$ cat src/rtl/cc_pkg.sv
// Shared definitions for the CipherCore stream cipher path.
package cc_pkg;

  localparam logic [15:0] CC_LFSR_POLY = 16'hB400;
  localparam logic [15:0] CC_ZERO_SEED = 16'hACE1;

  typedef enum logic {
    UNKEYED = 1'b0,
    RUN     = 1'b1
  } cc_cipher_state_t;

  // Advance a right-shifting Galois LFSR by eight steps: one step per keystream bit.
  function automatic logic [15:0] lfsr_step8(input logic [15:0] state,
                                             input logic [15:0] poly);
    logic [15:0] s;
    s = state;
    for (int i = 0; i < 8; i++) begin
      s = s[0] ? ((s >> 1) ^ poly) : (s >> 1);
    end
    return s;
  endfunction

endpackage

$ cat src/rtl/cc_byte_fifo.sv
// Small byte FIFO with flush; head is presented from the storage registers.
module cc_byte_fifo #(
  parameter int DEPTH = 2,
  localparam int AW = (DEPTH > 1) ? $clog2(DEPTH) : 1,
  localparam int CW = $clog2(DEPTH + 1)
) (
  input  logic          clk,
  input  logic          rst,
  input  logic          flush,
  input  logic          push,
  input  logic          pop,
  input  logic [7:0]    din,
  output logic [7:0]    dout,
  output logic          full,
  output logic          empty,
  output logic [CW-1:0] count
);

  logic [7:0]    mem_q [DEPTH];
  logic [AW-1:0] wr_ptr_q;
  logic [AW-1:0] rd_ptr_q;
  logic [CW-1:0] count_q;
  logic          do_push;
  logic          do_pop;

  assign full  = (count_q == CW'(DEPTH));
  assign empty = (count_q == '0);
  assign count = count_q;
  // A push into a full buffer is only legal when the head leaves in the same cycle.
  assign do_pop  = pop & ~empty & ~flush;
  assign do_push = push & (~full | do_pop) & ~flush;
  // Drive zero when empty so the output is clean after reset or flush.
  assign dout = empty ? 8'h00 : mem_q[rd_ptr_q];

  // Storage array: written on accepted push only, no reset needed.
  always_ff @(posedge clk) begin
    if (do_push) mem_q[wr_ptr_q] <= din;
  end

  // Pointers and occupancy; pointers wrap naturally for power-of-two depth.
  always_ff @(posedge clk) begin
    if (rst || flush) begin
      wr_ptr_q <= '0;
      rd_ptr_q <= '0;
      count_q  <= '0;
    end else begin
      if (do_push) wr_ptr_q <= wr_ptr_q + 1'b1;
      if (do_pop)  rd_ptr_q <= rd_ptr_q + 1'b1;
      case ({do_push, do_pop})
        2'b10:   count_q <= count_q + 1'b1;
        2'b01:   count_q <= count_q - 1'b1;
        default: count_q <= count_q;
      endcase
    end
  end

endmodule

$ cat src/rtl/cc_stream_cipher.sv
// LFSR-keyed XOR stream cipher between the UART receiver and a valid/ready consumer.
module cc_stream_cipher
  import cc_pkg::*;
#(
  parameter logic [15:0] LFSR_POLY  = CC_LFSR_POLY,
  parameter logic [15:0] ZERO_SEED  = CC_ZERO_SEED,
  parameter int          FIFO_DEPTH = 2,
  parameter int          CNT_W      = 16
) (
  input  logic             clk,
  input  logic             rst,
  input  logic             key_load,
  input  logic [15:0]      key,
  input  logic [7:0]       in_data,
  input  logic             in_valid,
  output logic [7:0]       out_data,
  output logic             out_valid,
  input  logic             out_ready,
  output logic             keyed,
  output logic             overflow,
  output logic [CNT_W-1:0] byte_count
);

  localparam int FCW = $clog2(FIFO_DEPTH + 1);

  cc_cipher_state_t state_q, state_d;
  logic [15:0]      lfsr_q, lfsr_d;
  logic [CNT_W-1:0] cnt_q, cnt_d;
  logic             ovf_q, ovf_d;

  logic             fifo_full;
  logic             fifo_empty;
  logic [FCW-1:0]   fifo_count;
  logic             pop;
  logic             push_req;
  logic             push_ok;
  logic [7:0]       cipher;

  // A key load flushes the buffer, so any same-cycle pop or push is void.
  assign pop      = ~fifo_empty & out_ready & ~key_load;
  assign push_req = (state_q == RUN) & in_valid & ~key_load;
  assign push_ok  = push_req & (~fifo_full | pop);
  assign cipher   = in_data ^ lfsr_q[7:0];

  assign out_valid  = (fifo_count != '0);
  assign keyed      = (state_q == RUN);
  assign overflow   = ovf_q;
  assign byte_count = cnt_q;

  cc_byte_fifo #(.DEPTH(FIFO_DEPTH)) u_fifo (
    .clk   (clk),
    .rst   (rst),
    .flush (key_load),
    .push  (push_ok),
    .pop   (pop),
    .din   (cipher),
    .dout  (out_data),
    .full  (fifo_full),
    .empty (fifo_empty),
    .count (fifo_count)
  );

  // Next-state: keying, keystream advance on accepted bytes, drop detection.
  always_comb begin
    state_d = state_q;
    lfsr_d  = lfsr_q;
    cnt_d   = cnt_q;
    ovf_d   = ovf_q;
    if (key_load) begin
      state_d = RUN;
      lfsr_d  = (key == 16'h0000) ? ZERO_SEED : key;
      cnt_d   = '0;
      ovf_d   = 1'b0;
    end else if (push_req) begin
      if (push_ok) begin
        lfsr_d = lfsr_step8(lfsr_q, LFSR_POLY);
        cnt_d  = cnt_q + 1'b1;
      end else begin
        ovf_d = 1'b1;
      end
    end
  end

  // State registers with synchronous reset.
  always_ff @(posedge clk) begin
    if (rst) begin
      state_q <= UNKEYED;
      lfsr_q  <= ZERO_SEED;
      cnt_q   <= '0;
      ovf_q   <= 1'b0;
    end else begin
      state_q <= state_d;
      lfsr_q  <= lfsr_d;
      cnt_q   <= cnt_d;
      ovf_q   <= ovf_d;
    end
  end

endmodule

$ cat config.mk
export PLATFORM = sky130hd
export DESIGN_NAME = cc_stream_cipher
export DESIGN_NICKNAME = d
export VERILOG_FILES = /design/src/rtl/cc_pkg.sv /design/src/rtl/cc_byte_fifo.sv /design/src/rtl/cc_stream_cipher.sv
export SDC_FILE = /design/constraint.sdc
export NUM_CORES = 1
export LEC_CHECK = 0
export BUFFER_PORTS_ARGS = -buffer_cell sky130_fd_sc_hd__buf_2
export CORE_ASPECT_RATIO = 1.5
export CORE_MARGIN = 1
export CORE_UTILIZATION = 28
export DETAILED_ROUTE_END_ITERATION = 16
export HOLD_SLACK_MARGIN = 0.12
export PLACE_DENSITY_LB_ADDON = 0.2
export SLEW_MARGIN = 0
export SYNTH_ARGS = -nofsm -noshare
export SYNTH_HDL_FRONTEND = slang
export SYNTH_HIERARCHICAL = 1
export SYNTH_SLANG_ARGS = --single-unit
$ cat constraint.sdc
create_clock -name clk -period 2.1 [get_ports clk]
set_input_delay 0.42 -clock clk [delete_from_list [all_inputs] [get_ports clk]]
set_output_delay 0.42 -clock clk [all_outputs]
set_load 0.05 [all_outputs]
### Word level (Yosys, flattened, before mapping)

Memory sizes are Yosys's and may differ from the RTL's. A register that Yosys moved wholly into a read port is not among the register bits.
Index checks and enable logic that the tools add are counted.
Widths: inputs -> output; s select.

| storage, ports and cells | value |
|---|---|
| memories kept | 1 |
| register bits | 38 |
| input port bits | 29 |
| RAM bits | 16 |
| logic and storage cells | 69 |
| output and inout port bits | 27 |

| operators by class | value |
|---|---|
| equality and inequality tests | 3 |
| bitwise operators | 24 |
| add/sub/neg operators | 5 |
| mux-type cells | 18 |
| reductions and logical operators | 11 |

Memories:

| name | depth | width | read ports | clocked after memory_dff | write ports | line | RTL |
|---|---|---|---|---|---|---|---|
| u_fifo.mem_q | 2 | 8 | 1 | 1 | 1 | cc_byte_fifo.sv:19 | `logic [7:0] mem_q [DEPTH];` |

Operator list:

| cell | count |
|---|---|
| $mux 16 | 12 |
| $not 3->4 | 8 |
| $add 16x1->16 const B | 1 |
| $logic_not 16->1 | 1 |
| $and 1x1->1 | 9 |
| $mux 8 | 1 |
| $reduce_bool 2->1 | 4 |
| $xor 8x8->8 | 1 |
| $reduce_and 2->1 | 3 |
| $eq 2x2->1 const B | 2 |
| $mux 1 | 4 |
| $not 1->1 | 4 |
| $pmux 2 s2 | 1 |
| $add 1x1->1 const B | 2 |
| $add 2x1->2 const B | 1 |
| $eq 2x1->1 const B | 1 |
| $logic_not 2->1 | 1 |
| $or 1x1->1 | 2 |
| $reduce_or 2->1 | 1 |
| $sub 2x1->2 const B | 1 |
| $logic_or 1x1->1 | 1 |

### Longest topological paths before layout

Gate-level depths: netlist (run 1).

| logic depth | value |
|---|---|
| depth in word-level cells | 19 |
| depth in mapped cells | 11 |
| depth with buffers taken out | 10 |

### Hierarchy

Netlist (run 1), hierarchy kept.

By module, submodules not included:

| module | sequential area each (µm²) | cells an instance | area each (µm²) | instances |
|---|---|---|---|---|
| cc_stream_cipher | 680.7 | 220 | 1850.5 | 1 |
| cc_byte_fifo | 580.6 | 63 | 840.8 | 1 |

### Worst setup path after synthesis (run 1)

Ideal clock, no wire load.

| path | value |
|---|---|
| path kind | reg2reg |
| start point | register state_q (netlist: keyed) |
| end point | register u_fifo.count_q[1] (netlist: u_fifo/count[1]) |
| stages on the path, launching flop included | 9 |
| arrival | 2.312 ns |
| slack | -0.282 ns |
| required time | 2.030 ns |
| path through | dfxtp_1 -> and3b_1 -> o21ai_1 -> inv_2 -> inv_1 -> a211o_1 -> ha_1 -> or3_1 -> a21oi_1 |

| on the way | value |
|---|---|
| cells in the longest elaborated chain, start to end | 7 |
| elaborated cells between the ends (all ways) | 9 |

Ends and longest elaborated chain:

| item | line | RTL |
|---|---|---|
| start: declaration | cc_stream_cipher.sv:26 | `cc_cipher_state_t state_q, state_d;` |
| start signal: assignment | cc_stream_cipher.sv:92 | `state_q <= state_d;` |
| $and 1x1->1 * (2 in a row) | cc_stream_cipher.sv:41 | `assign push_req = (state_q == RUN) & in_valid & ~key_load;` |
| $and 1x1->1 * | cc_stream_cipher.sv:42 | `assign push_ok = push_req & (~fifo_full \| pop);` |
| net push_ok | cc_stream_cipher.sv:36 | `logic push_ok;` |
| $and 1x1->1 * (2 in a row) | cc_byte_fifo.sv:31 | `assign do_push = push & (~full \| do_pop) & ~flush;` |
| $eq 2x1->1 / $eq 2x2->1 (equally long branches) | cc_byte_fifo.sv:49 | `case ({do_push, do_pop})` |
| $pmux 2 s2 / $reduce_bool 2->1 (equally long branches) | - |  |
| end signal: assignment | cc_byte_fifo.sv:50 | `2'b10: count_q <= count_q + 1'b1;` |
| end signal: assignment | cc_byte_fifo.sv:51 | `2'b01: count_q <= count_q - 1'b1;` |
| end signal: assignment | cc_byte_fifo.sv:52 | `default: count_q <= count_q;` |
| end: declaration | cc_byte_fifo.sv:22 | `logic [CW-1:0] count_q;` |

The timed path passes the listed nets; every way through them passes the cells marked *.
A chain may end at the register's enable or synchronous reset.

### Final worst setup path (run 1)

| path | value |
|---|---|
| start point | register u_fifo.count_q[0] (netlist: u_fifo/count[0]) |
| end point | register u_fifo.count_q[1] (netlist: u_fifo/count[1]) |

| on the way | value |
|---|---|
| cells in the longest elaborated chain, start to end | 11 |
| elaborated cells between the ends (all ways) | 19 |

Ends and longest elaborated chain:

| item | line | RTL |
|---|---|---|
| $logic_not 2->1 * | cc_byte_fifo.sv:27 | `assign empty = (count_q == '0);` |
| net fifo_empty | cc_stream_cipher.sv:32 | `logic fifo_empty;` |
| $not 1->1 * | cc_stream_cipher.sv:40 | `assign pop = ~fifo_empty & out_ready & ~key_load;` |
| $and 1x1->1 * (2 in a row) | cc_stream_cipher.sv:40 |  |
| net pop | cc_stream_cipher.sv:34 | `logic pop;` |
| $and 1x1->1 (2 in a row) | cc_byte_fifo.sv:30 | `assign do_pop = pop & ~empty & ~flush;` |
| $or 1x1->1 | cc_byte_fifo.sv:31 |  |
| $and 1x1->1 (2 in a row) | cc_byte_fifo.sv:31 |  |
| $eq 2x1->1 / $eq 2x2->1 (equally long branches) | cc_byte_fifo.sv:49 |  |
| $pmux 2 s2 / $reduce_bool 2->1 (equally long branches) | - |  |

Marked as above.

==> report_table.html, run 1 <==
<table>
<tr><th>Metric</th><th>Value</th></tr>
<tr><th colspan="2">Status</th></tr>
<tr><td>Result of the run</td><td>completed</td></tr>
<tr><th colspan="2">Yosys</th></tr>
<tr><td>Cells after synthesis</td><td>283</td></tr>
<tr><td>Adder and majority gate portion of the synthesized area</td><td>0.00930</td></tr>
<tr><td>Predominant post-synthesis flop cell</td><td>sky130_fd_sc_hd__dfxtp_1</td></tr>
<tr><td>Unique cell type count in the Yosys netlist</td><td>47</td></tr>
<tr><td>Part of the Yosys area used for sequential elements</td><td>0.469</td></tr>
<tr><td>Share of synthesized area spent on multiplexers</td><td>0.0465</td></tr>
<tr><td>Synth Cell Area</td><td>2690 sq um</td></tr>
<tr><td>Number of warnings issued by yosys</td><td>6</td></tr>
<tr><td>Fraction of the mapped netlist area in compound gates</td><td>0.162</td></tr>
<tr><td>Per-instance average area after synthesis</td><td>9.51 sq um</td></tr>
<tr><td>Combinational family with the most area after synthesis</td><td>simple AND/OR/NAND/NOR gates</td></tr>
<tr><td>Leading cell types by total area after synthesis</td><td>sky130_fd_sc_hd__dfxtp_1 (29%), sky130_fd_sc_hd__edfxtp_1 (18%), sky130_fd_sc_hd__xnor2_1 (6.5%)</td></tr>
<tr><td>Flip-flop and latch count after synthesis</td><td>55</td></tr>
<tr><td>Number of enable-type register cells in the synthesized netlist</td><td>16</td></tr>
<tr><td>Syn Nets</td><td>314</td></tr>
<tr><td>Share of flip-flops with an asynchronous set or reset after synthesis</td><td>0</td></tr>
<tr><td>Post-synthesis cell type with the largest combined area</td><td>sky130_fd_sc_hd__dfxtp_1</td></tr>
<tr><td>Post-synthesis share of cell area spent on xor and xnor gates</td><td>0.111</td></tr>
<tr><td>Share of synthesized cell area in and, or, nand and nor gates</td><td>0.162</td></tr>
<tr><td>Top-area cell type share of the netlist area</td><td>0.290</td></tr>
<tr><th colspan="2">Routing</th></tr>
<tr><td>DR vias</td><td>roughly 2200</td></tr>
<tr><td>Via/cell ratio</td><td>just under 5</td></tr>
<tr><td>Wirelength, routed</td><td>roughly 6700 um</td></tr>
<tr><td>Number of DRC markers in iteration 0</td><td>128</td></tr>
<tr><td>Number of search-and-repair iterations in the first detailed-routing pass</td><td>4</td></tr>
<tr><td>DRT antenna net count</td><td>0</td></tr>
<tr><td>Routed length per instance</td><td>14.6 um</td></tr>
<tr><td>DRC violations left</td><td>0</td></tr>
<tr><th colspan="2">Power</th></tr>
<tr><td>Max VDD drop</td><td>~0.46 mV</td></tr>
<tr><td>Cell leakage power</td><td>about 1.3 nW</td></tr>
<tr><td>Total power divided by cell area</td><td>just over 700 nW/um^2</td></tr>
<tr><th colspan="2">Global routing</th></tr>
<tr><td>Remaining global-route overflow</td><td>0</td></tr>
<tr><td>Vias in the first global route</td><td>roughly 2100</td></tr>
<tr><td>Number of antenna violations at the first check in global routing</td><td>0</td></tr>
<tr><td>GRT Overall Usage</td><td>0.143</td></tr>
<tr><td>Pin count of the biggest net entering global routing</td><td>19</td></tr>
<tr><td>First-pass GRT wire length</td><td>10700 um</td></tr>
<tr><th colspan="2">Clocking</th></tr>
<tr><td>CTS H-Tree Depth</td><td>2</td></tr>
<tr><td>Root Driver</td><td>sky130_fd_sc_hd__clkbuf_16</td></tr>
<tr><td>Clock buffer depth</td><td>2</td></tr>
<tr><td>Clock sinks</td><td>55</td></tr>
<tr><td>Worst-skew pair later-pin latency</td><td>0.30 ns</td></tr>
<tr><td>TritonCTS clock tree</td><td>done</td></tr>
<tr><td>Clock slew at reported path FFs</td><td>0.07 ns</td></tr>
<tr><td>Total clock buffers created by CTS</td><td>5</td></tr>
<tr><th colspan="2">STA</th></tr>
<tr><td>Max-slew headroom</td><td>0.675</td></tr>
<tr><td>Setup clock skew after layout</td><td>0.0104 ns</td></tr>
<tr><td>Share of the clock period used by the worst path after layout</td><td>0.916</td></tr>
<tr><td>Count of endpoints failing hold in the final timing report</td><td>0</td></tr>
<tr><td>Timing-limited maximum frequency</td><td>520 MHz</td></tr>
<tr><td>Final Hold Slack</td><td>roughly 0.38 ns</td></tr>
<tr><td>Total count of max-transition violations in the final report</td><td>0</td></tr>
<tr><td>Setup TNS after final layout</td><td>0 ns</td></tr>
<tr><td>Period minus WS final</td><td>around 1.9 ns</td></tr>
<tr><td>Endpoints failing setup</td><td>0</td></tr>
<tr><td>RSZ-0062 raised after global routing</td><td>no</td></tr>
<tr><td>Slew at the pin closest to its max-slew limit</td><td>between 0.4 and 0.5 ns</td></tr>
<tr><th colspan="2">Worst setup path</th></tr>
<tr><td>Highest fanout seen on the critical path</td><td>6</td></tr>
<tr><td>Critical path class</td><td>reg -&gt; reg</td></tr>
<tr><td>Required time of the critical path</td><td>2.32 ns</td></tr>
<tr><td>Category of the worst setup path capture point</td><td>flip-flop</td></tr>
<tr><td>Signal arrival time at the worst endpoint</td><td>2.15 ns</td></tr>
<tr><td>Sort of element at the start of the critical path</td><td>flip-flop</td></tr>
<tr><th colspan="2">Cells and area</th></tr>
<tr><td>Ant diodes</td><td>0</td></tr>
<tr><td>Area overhead of the layout relative to synthesis</td><td>24.1%</td></tr>
<tr><td>Layout cells sized above 1</td><td>0.277</td></tr>
<tr><td># nets final</td><td>around 380</td></tr>
<tr><td>Finished Cell Area</td><td>3340 sq um</td></tr>
<tr><th colspan="2">Floorplan</th></tr>
<tr><td>Die Footprint</td><td>10000 sq um</td></tr>
<tr><td>CORE AREA</td><td>9310 sq um</td></tr>
<tr><td>Cell Rows</td><td>between 40 and 50</td></tr>
<tr><td>Number of top-level pins</td><td>between 50 and 60</td></tr>
<tr><td>Chip Width</td><td>82.1 um</td></tr>
<tr><td>Starting density of the core</td><td>0.289</td></tr>
<tr><td>Die Y-Extent</td><td>122 um</td></tr>
<tr><th colspan="2">Placed design</th></tr>
<tr><td>IO buf count</td><td>between 50 and 60</td></tr>
<tr><td>Placer Congestion</td><td>0.776</td></tr>
<tr><td>DP Area</td><td>3170 sq um</td></tr>
<tr><td>Detailed placer's ending HPWL</td><td>5170 um</td></tr>
<tr><th colspan="2">Flow run</th></tr>
<tr><td>Max cap viols</td><td>0</td></tr>
<tr><th colspan="2">Min path</th></tr>
<tr><td>Min-delay worst type</td><td>in -&gt; reg</td></tr>
</table>
==> flip-flops by register name (all words and copies together) (netlist names), named ones only <==
name and count:
byte_count 16, lfsr_q 16, u_fifo/mem_q 16, u_fifo/count 2, keyed 1, overflow 1
u_fifo/rd_ptr_q 1, u_fifo/wr_ptr_q 1
==> through the flow <==
stage / setup slack, ns / instances / utilization / total power [W]
after floorplan: 0.0307 / 283 / - / 0.00137
after global placement: 0.0674 / 450 / 0.341 / 0.00146
after detailed placement: 0.0359 / 450 / 0.341 / 0.00146
after CTS: 0.117 / 458 / 0.358 / 0.00240
after global routing: 0.00896 / 458 / 0.359 / 0.00246
final: 0.177 / 458 / 0.359 / 0.00237
==> critical path: stages (launching register included) <==
cell and delay, ns:
sky130_fd_sc_hd__dfxtp_2 0.40, sky130_fd_sc_hd__nor2_2 0.07, sky130_fd_sc_hd__nand2b_1 0.17, sky130_fd_sc_hd__nor2_2 0.13, sky130_fd_sc_hd__inv_1 0.05, sky130_fd_sc_hd__a211o_1 0.29, sky130_fd_sc_hd__ha_4 0.17, sky130_fd_sc_hd__xnor2_1 0.12
sky130_fd_sc_hd__or3_1 0.30, sky130_fd_sc_hd__a21oi_1 0.14
==> synth_stat cells (all sizes together) (2+ instances only) <==
master / count
nor3: 4
inv: 12
or4: 2
or2: 3
nor4: 4
a221oi: 3
a2111oi: 3
nand2b: 3
and4: 2
nor2: 34
dfxtp: 39
a211o: 2
nand3: 6
xnor2: 20
or3: 6
edfxtp: 16
nand2: 16
o22a: 2
a31o: 2
mux2i: 11
o221a: 2
o21ai: 16
clkbuf: 8
o211ai: 4
a211oi: 3
buf: 6
a31oi: 2
nand4: 3
ha: 2
a21oi: 20
xor2: 14
nor2b: 2
o31ai: 2
==> routing by layer <==
layer / GRT usage / wire [um] / vias up
met5: 0 / 0 / -
met3: 0.0232 / 229 / 14
li1: - / - / 1135
met1: 0.174 / 2970 / 999
met4: 0.0680 / 196 / 0
met2: 0.241 / 3290 / 56
==> path summary, 6_finish.rpt <==
path                        start              end  slack, ns  depth (start not counted)
setup / recovery  u_fifo/count[0]  u_fifo/count[1]       0.18                          9
hold / removal            key[13]       lfsr_q[13]       0.38                          3
setup reg to reg  u_fifo/count[0]  u_fifo/count[1]       0.18                          9
hold reg to reg         lfsr_q[8]        lfsr_q[8]       0.46                          2
==> where the power goes <==
| part | internal, W | leakage [nW] | switching (W) |
|---|---|---|---|
| sequential | 0.00113 | 0.464 | 0.0000384 |
| clock | 0.000557 | 0.0812 | 0.000374 |
| combinational | 0.000125 | 0.743 | 0.000144 |
==> layout by cell type, fill, tap and decap left out, drive strengths merged, types with 2 or more instances in the layout <==
| cell type | netlist | routed |
|---|---|---|
| o22a | 2 | 2 |
| nor2b | 2 | 2 |
| o221a | 2 | 2 |
| a31oi | 2 | 2 |
| nand3 | 6 | 6 |
| ha | 2 | 2 |
| nand2b | 3 | 3 |
| o31ai | 2 | 2 |
| or3 | 6 | 6 |
| mux2i | 11 | 11 |
| dfxtp | 39 | 39 |
| o211ai | 4 | 4 |
| nor3 | 4 | 4 |
| a211o | 2 | 2 |
| nand2 | 16 | 16 |
| or4 | 2 | 2 |
| a31o | 2 | 2 |
| o21ai | 16 | 16 |
| xnor2 | 20 | 20 |
| a2111oi | 3 | 3 |
| a211oi | 3 | 3 |
| clkinv | 0 | 2 |
| edfxtp | 16 | 16 |
| clkbuf | 8 | 5 |
| nor4 | 4 | 4 |
| a21oi | 20 | 20 |
| and4 | 2 | 2 |
| nand4 | 3 | 3 |
| inv | 12 | 12 |
| buf | 6 | 69 |
| a221oi | 3 | 3 |
| nor2 | 34 | 34 |
| xor2 | 14 | 14 |
| or2 | 3 | 3 |
==> cell type report <==
cell class,instances,area [sq um]
Timing Repair Buffer,69,380
Clock inverter,3,38.8
Sequential cell,55,1270
Multi-Input combinational cell,202,1340
Inverter,12,45.0
Tap cell,112,140
Clock buffer,5,125
Fill cell,952,5970
==> logic make-up (layout without fill, tap and decap cells) <==
family,count (synthesis),after routing
flops,55,55
compound gates,66,66
fa+ha+maj,2,2
xor+xnor,34,34
buf+inv,26,89
simple gates,88,88
mux,12,12
==> what timing repair did <==
item                                    CTS  global route
hold endpoints to repair                  0             0
endpoints found under the setup margin    0             1
resized for setup                         0             3
setup buffers                             0             0
hold buffers                              0             0
Power figures use the tool's default switching activity.
==> run 2, diff against run 1 <==
Settings changed: SYNTH_HIERARCHICAL 1 to unset.
==> run 2 against run 1 <==
Design area is 3.2% lower. Die area is 2.2% lower. Largest power group unchanged. Non-clock buffer count is 1 lower. Critical path depth is 6 lower. Fmax is 5.0% higher. Cell count is 2.0% lower. Critical path type is now reg -> out.
==> report_table.html, run 2 <==
<table>
<tr><th>Metric</th><th>Value</th></tr>
<tr><th colspan="2">Clocking</th></tr>
<tr><td>Number of resized instances in the post-cts repair step</td><td>0 (unchanged)</td></tr>
<tr><td>TritonCTS clock tree</td><td>done</td></tr>
<tr><td>Total clock buffers created by CTS</td><td>5 (unchanged)</td></tr>
<tr><td>Clock sinks</td><td>55 (unchanged)</td></tr>
<tr><td>Worst-skew pair later-pin latency</td><td>0.30 ns (about the same)</td></tr>
<tr><td>Count of buffers added by post-CTS timing repair for setup</td><td>0 (unchanged)</td></tr>
<tr><td>CTS H-Tree Depth</td><td>2 (unchanged)</td></tr>
<tr><td>Hold buffers post-CTS</td><td>0 (unchanged)</td></tr>
<tr><td>Root Driver</td><td>sky130_fd_sc_hd__clkbuf_16</td></tr>
<tr><td>Clock slew at reported path FFs</td><td>0.08 ns (about the same)</td></tr>
<tr><td>Clock buffer depth</td><td>2 (unchanged)</td></tr>
<tr><th colspan="2">Worst setup path</th></tr>
<tr><td>Critical path class</td><td>reg -&gt; out</td></tr>
<tr><td>Signal arrival time at the worst endpoint</td><td>1.41 ns (-0.74 ns)</td></tr>
<tr><td>Highest fanout seen on the critical path</td><td>8 (+2)</td></tr>
<tr><td>Cell family contributing the most delay on the critical path</td><td>flip-flops</td></tr>
<tr><td>Critical-path cell with the highest stage delay</td><td>sky130_fd_sc_hd__dfxtp_1</td></tr>
<tr><td>Critical path cell sequence</td><td>mux2i_1 &gt; nor2_1 &gt; buf_2</td></tr>
<tr><td>Crit path buffers/inverters</td><td>1 (unchanged)</td></tr>
<tr><td>Sort of element at the start of the critical path</td><td>flip-flop</td></tr>
<tr><td>Category of the worst setup path capture point</td><td>output port</td></tr>
<tr><td>Worst stage delay on the critical path</td><td>0.62 ns (+0.22 ns)</td></tr>
<tr><td>Required time of the critical path</td><td>1.68 ns (-0.64 ns)</td></tr>
<tr><th colspan="2">Routing</th></tr>
<tr><td>Via/cell ratio</td><td>4.94 (+2.6%)</td></tr>
<tr><td>Number of DRC markers in iteration 0</td><td>74 (-42%)</td></tr>
<tr><td>Number of search-and-repair iterations in the first detailed-routing pass</td><td>4 (unchanged)</td></tr>
<tr><td>DR vias</td><td>2217 (+0.59%)</td></tr>
<tr><td>DRC violations left</td><td>0 (unchanged)</td></tr>
<tr><td>Wirelength, routed</td><td>6530 um (-2.2%)</td></tr>
<tr><td>Routed length per instance</td><td>14.6 um (-0.21%)</td></tr>
<tr><td>DRT antenna net count</td><td>0 (unchanged)</td></tr>
<tr><th colspan="2">Placed design</th></tr>
<tr><td>Detailed placer's ending HPWL</td><td>4930 um (-4.6%)</td></tr>
<tr><td>Worst-case setup slack after placement</td><td>0.177 ns (+0.141 ns)</td></tr>
<tr><td>IO buf count</td><td>55 (unchanged)</td></tr>
<tr><td>Placer Congestion</td><td>0.834 (+7.6%)</td></tr>
<tr><th colspan="2">Power</th></tr>
<tr><td>Total net switching power</td><td>0.000620 W (+12%)</td></tr>
<tr><td>Total power divided by cell area</td><td>725 nW/um^2 (+2.2%)</td></tr>
<tr><td>Share of total power in sequential cells</td><td>0.504 (+0.010)</td></tr>
<tr><td>Internal</td><td>0.00172 W (-5.0%)</td></tr>
<tr><td>Cell leakage power</td><td>1.26 nW (-2.1%)</td></tr>
<tr><td>Share of total power consumed by net switching</td><td>0.265 (+0.0300)</td></tr>
<tr><td>Max VDD drop</td><td>0.601 mV (+31%)</td></tr>
<tr><td>Clk network pwr share</td><td>0.373 (-0.020)</td></tr>
<tr><td>Share of power burned in combinational logic</td><td>0.123 (+0.010)</td></tr>
<tr><th colspan="2">Yosys</th></tr>
<tr><td>Predominant post-synthesis flop cell</td><td>sky130_fd_sc_hd__dfxtp_1</td></tr>
<tr><td>Unique cell type count in the Yosys netlist</td><td>48 (+2.1%)</td></tr>
<tr><td>Number of enable-type register cells in the synthesized netlist</td><td>16 (unchanged)</td></tr>
<tr><td>Cell with the most instances after synthesis</td><td>sky130_fd_sc_hd__dfxtp_1</td></tr>
<tr><td>Leading cell types by total area after synthesis</td><td>sky130_fd_sc_hd__dfxtp_1 (30%), sky130_fd_sc_hd__edfxtp_1 (18%), sky130_fd_sc_hd__xnor2_1 (7.0%)</td></tr>
<tr><td>Share of flip-flops with an asynchronous set or reset after synthesis</td><td>0 (unchanged)</td></tr>
<tr><td>Per-instance average area after synthesis</td><td>9.60 sq um (+0.93%)</td></tr>
<tr><td>Part of the Yosys area used for sequential elements</td><td>0.480 (+0.0109)</td></tr>
<tr><td>Flip-flop and latch count after synthesis</td><td>55 (unchanged)</td></tr>
<tr><td>Number of warnings issued by yosys</td><td>0 (-6)</td></tr>
<tr><td>Syn Nets</td><td>305 (-2.9%)</td></tr>
<tr><td>Cells after synthesis</td><td>274 (-3.2%)</td></tr>
<tr><td>Top-area cell type share of the netlist area</td><td>0.297 (+0.00676)</td></tr>
<tr><td>Post-synthesis cell type with the largest combined area</td><td>sky130_fd_sc_hd__dfxtp_1</td></tr>
<tr><td>Synth Cell Area</td><td>2630 sq um (-2.3%)</td></tr>
<tr><td>Top post-synthesis cells by count</td><td>sky130_fd_sc_hd__dfxtp_1 (39), sky130_fd_sc_hd__nor2_1 (37), sky130_fd_sc_hd__xnor2_1 (21), sky130_fd_sc_hd__nand2_1 (19), sky130_fd_sc_hd__edfxtp_1 (16)</td></tr>
<tr><th colspan="2">Flow run</th></tr>
<tr><td>Max cap viols</td><td>0 (unchanged)</td></tr>
<tr><th colspan="2">Status</th></tr>
<tr><td>Result of the run</td><td>completed</td></tr>
<tr><th colspan="2">Cells and area</th></tr>
<tr><td>Layout cells sized above 1</td><td>0.240 (-0.0371)</td></tr>
<tr><td>Most frequent cells in the layout</td><td>sky130_fd_sc_hd__buf_2 (55), sky130_fd_sc_hd__dfxtp_1 (39), sky130_fd_sc_hd__nor2_1 (37)</td></tr>
<tr><td>Fin util</td><td>0.351 (-0.00750)</td></tr>
<tr><td>Total of fill cells in the finished design</td><td>952 (unchanged)</td></tr>
<tr><td>Leading cell type in the layout, fill and taps excluded</td><td>sky130_fd_sc_hd__buf_2</td></tr>
<tr><td># nets final</td><td>367 (-2.4%)</td></tr>
<tr><td>Area overhead of the layout relative to synthesis</td><td>22.9%</td></tr>
<tr><td>Ant diodes</td><td>0 (unchanged)</td></tr>
<tr><th colspan="2">Global routing</th></tr>
<tr><td>Remaining global-route overflow</td><td>0 (unchanged)</td></tr>
<tr><td>Vias in the first global route</td><td>2151 (+2.2%)</td></tr>
<tr><td>GRT Max-Usage Layer</td><td>met2</td></tr>
<tr><td>GR Layer Usage met3</td><td>0.0249 (+0.00168)</td></tr>
<tr><td>First-pass GRT wire length</td><td>10500 um (-1.7%)</td></tr>
<tr><td>Pin count of the biggest net entering global routing</td><td>20 (+1)</td></tr>
<tr><td>Number of antenna violations at the first check in global routing</td><td>0 (unchanged)</td></tr>
<tr><td>GRT Overall Usage</td><td>0.140 (-0.00284)</td></tr>
<tr><td>M2 GR Usage</td><td>0.240 (-0.00120)</td></tr>
<tr><td>Global routing usage on met1</td><td>0.172 (-0.00185)</td></tr>
<tr><th colspan="2">STA</th></tr>
<tr><td>Slew at the pin closest to its max-slew limit</td><td>0.520 ns (+0.0456 ns)</td></tr>
<tr><td>Count of endpoints failing hold in the final timing report</td><td>0 (unchanged)</td></tr>
<tr><td>Period minus WS final</td><td>1.83 ns (-0.0917 ns)</td></tr>
<tr><td>Timing-limited maximum frequency</td><td>546 MHz (+5.0%)</td></tr>
<tr><td>Max-slew headroom</td><td>0.650 (-0.0254)</td></tr>
<tr><td>Setup clock skew after layout</td><td>0.00734 ns (-0.00309 ns)</td></tr>
<tr><td>Setup TNS after final layout</td><td>0 ns (unchanged)</td></tr>
<tr><td>RSZ-0062 raised after global routing</td><td>no</td></tr>
<tr><td>Share of the clock period used by the worst path after layout</td><td>0.872 (-0.0437)</td></tr>
<tr><td>Total count of max-transition violations in the final report</td><td>0 (unchanged)</td></tr>
<tr><td>Endpoints failing setup</td><td>0 (unchanged)</td></tr>
<tr><td>Final critical-path setup slack</td><td>0.268 ns (+0.0917 ns)</td></tr>
<tr><th colspan="2">Floorplan</th></tr>
<tr><td>Die Y-Extent</td><td>121 um (-1.1%)</td></tr>
<tr><td>Number of top-level pins</td><td>56 (unchanged)</td></tr>
<tr><td>Chip Width</td><td>81.1 um (-1.1%)</td></tr>
<tr><td>Starting density of the core</td><td>0.286 (-0.00328)</td></tr>
<tr><td>CORE AREA</td><td>9200 sq um (-1.2%)</td></tr>
<tr><td>Die Footprint</td><td>9790 sq um (-2.2%)</td></tr>
<tr><td>Cell Rows</td><td>43 (unchanged)</td></tr>
<tr><th colspan="2">Min path</th></tr>
<tr><td>Min-delay worst type</td><td>in -&gt; reg</td></tr>
</table>
[run 2: cell count changes after synthesis, sizes merged, moves of 3 or more]
cell and delta:
a21oi -5, inv -6, nand2 +3, nor2 +3, nor4 +3, o21ai -8
o22ai +5, or3 -3, or4 +5
[run 2: power by group through the flow]
stage          logic [W]  registers (W)  clock network [W]
2_1_floorplan   0.000201        0.00119                  0
3_3_place_gp    0.000286        0.00121                  0
3_5_place_dp    0.000287        0.00121                  0
4_1_cts         0.000290        0.00118           0.000898
5_1_grt         0.000319        0.00119           0.000934
6_report        0.000288        0.00118           0.000874
[run 2: metal layers]
metal / vias up / wire [um]
li1: 1113 / -
met1: 1051 / 2890
met2: 46 / 3300
met3: 7 / 229
met4: 0 / 116
met5: - / 0
[run 2: final timing paths]
check,from,to,slack (ns),cells past startpoint
min,key[3],lfsr_q[3],0.38,3
max,flip-flop,out_data[4],0.27,3
min reg2reg,lfsr_q[9],lfsr_q[9],0.47,2
max reg2reg,u_fifo.count[0],byte_count[14],0.29,5
[run 2: metrics by stage]
| stage | hold slack (ns) | instance area (sq um) | cells | power [W] |
|---|---|---|---|---|
| 6_report | 0.378 | 3230 | 449 | 0.00234 |
| 3_5_place_dp | 0.453 | 3080 | 441 | 0.00149 |
| 2_1_floorplan | 0.432 | 2630 | 274 | 0.00139 |
| 5_1_grt | 0.386 | 3230 | 449 | 0.00244 |
| 4_1_cts | 0.379 | 3230 | 449 | 0.00237 |
| 3_3_place_gp | 0.448 | 3080 | 441 | 0.00149 |
[run 2: worst min-delay path, cell delays in order]
cell,delay [ns]
sky130_fd_sc_hd__buf_2,0.10
sky130_fd_sc_hd__nand2_1,0.05
sky130_fd_sc_hd__a211oi_1,0.06
[run 2: kinds of logic (layout without fill, tap and decap cells)]
family / Yosys count / count (layout) / synth area share
simple gates: 102 / 102 / 0.201
compound gates: 51 / 51 / 0.125
mux: 9 / 9 / 0.0343
xor+xnor: 35 / 35 / 0.117
fa+ha+maj: 2 / 2 / 0.00951
flops: 55 / 55 / 0.480
buf+inv: 20 / 83 / 0.0343
[run 2: final cells by class]
class                      instances  area (sq um)  area share
tap                              112           140      0.0433
inverter                           7          26.3     0.00813
sequential                        55          1260       0.390
clock buffer                       5           125      0.0387
clock inverter                     3          28.8     0.00890
timing repair buffer              68           373       0.115
multi-input combinational        199          1280       0.396
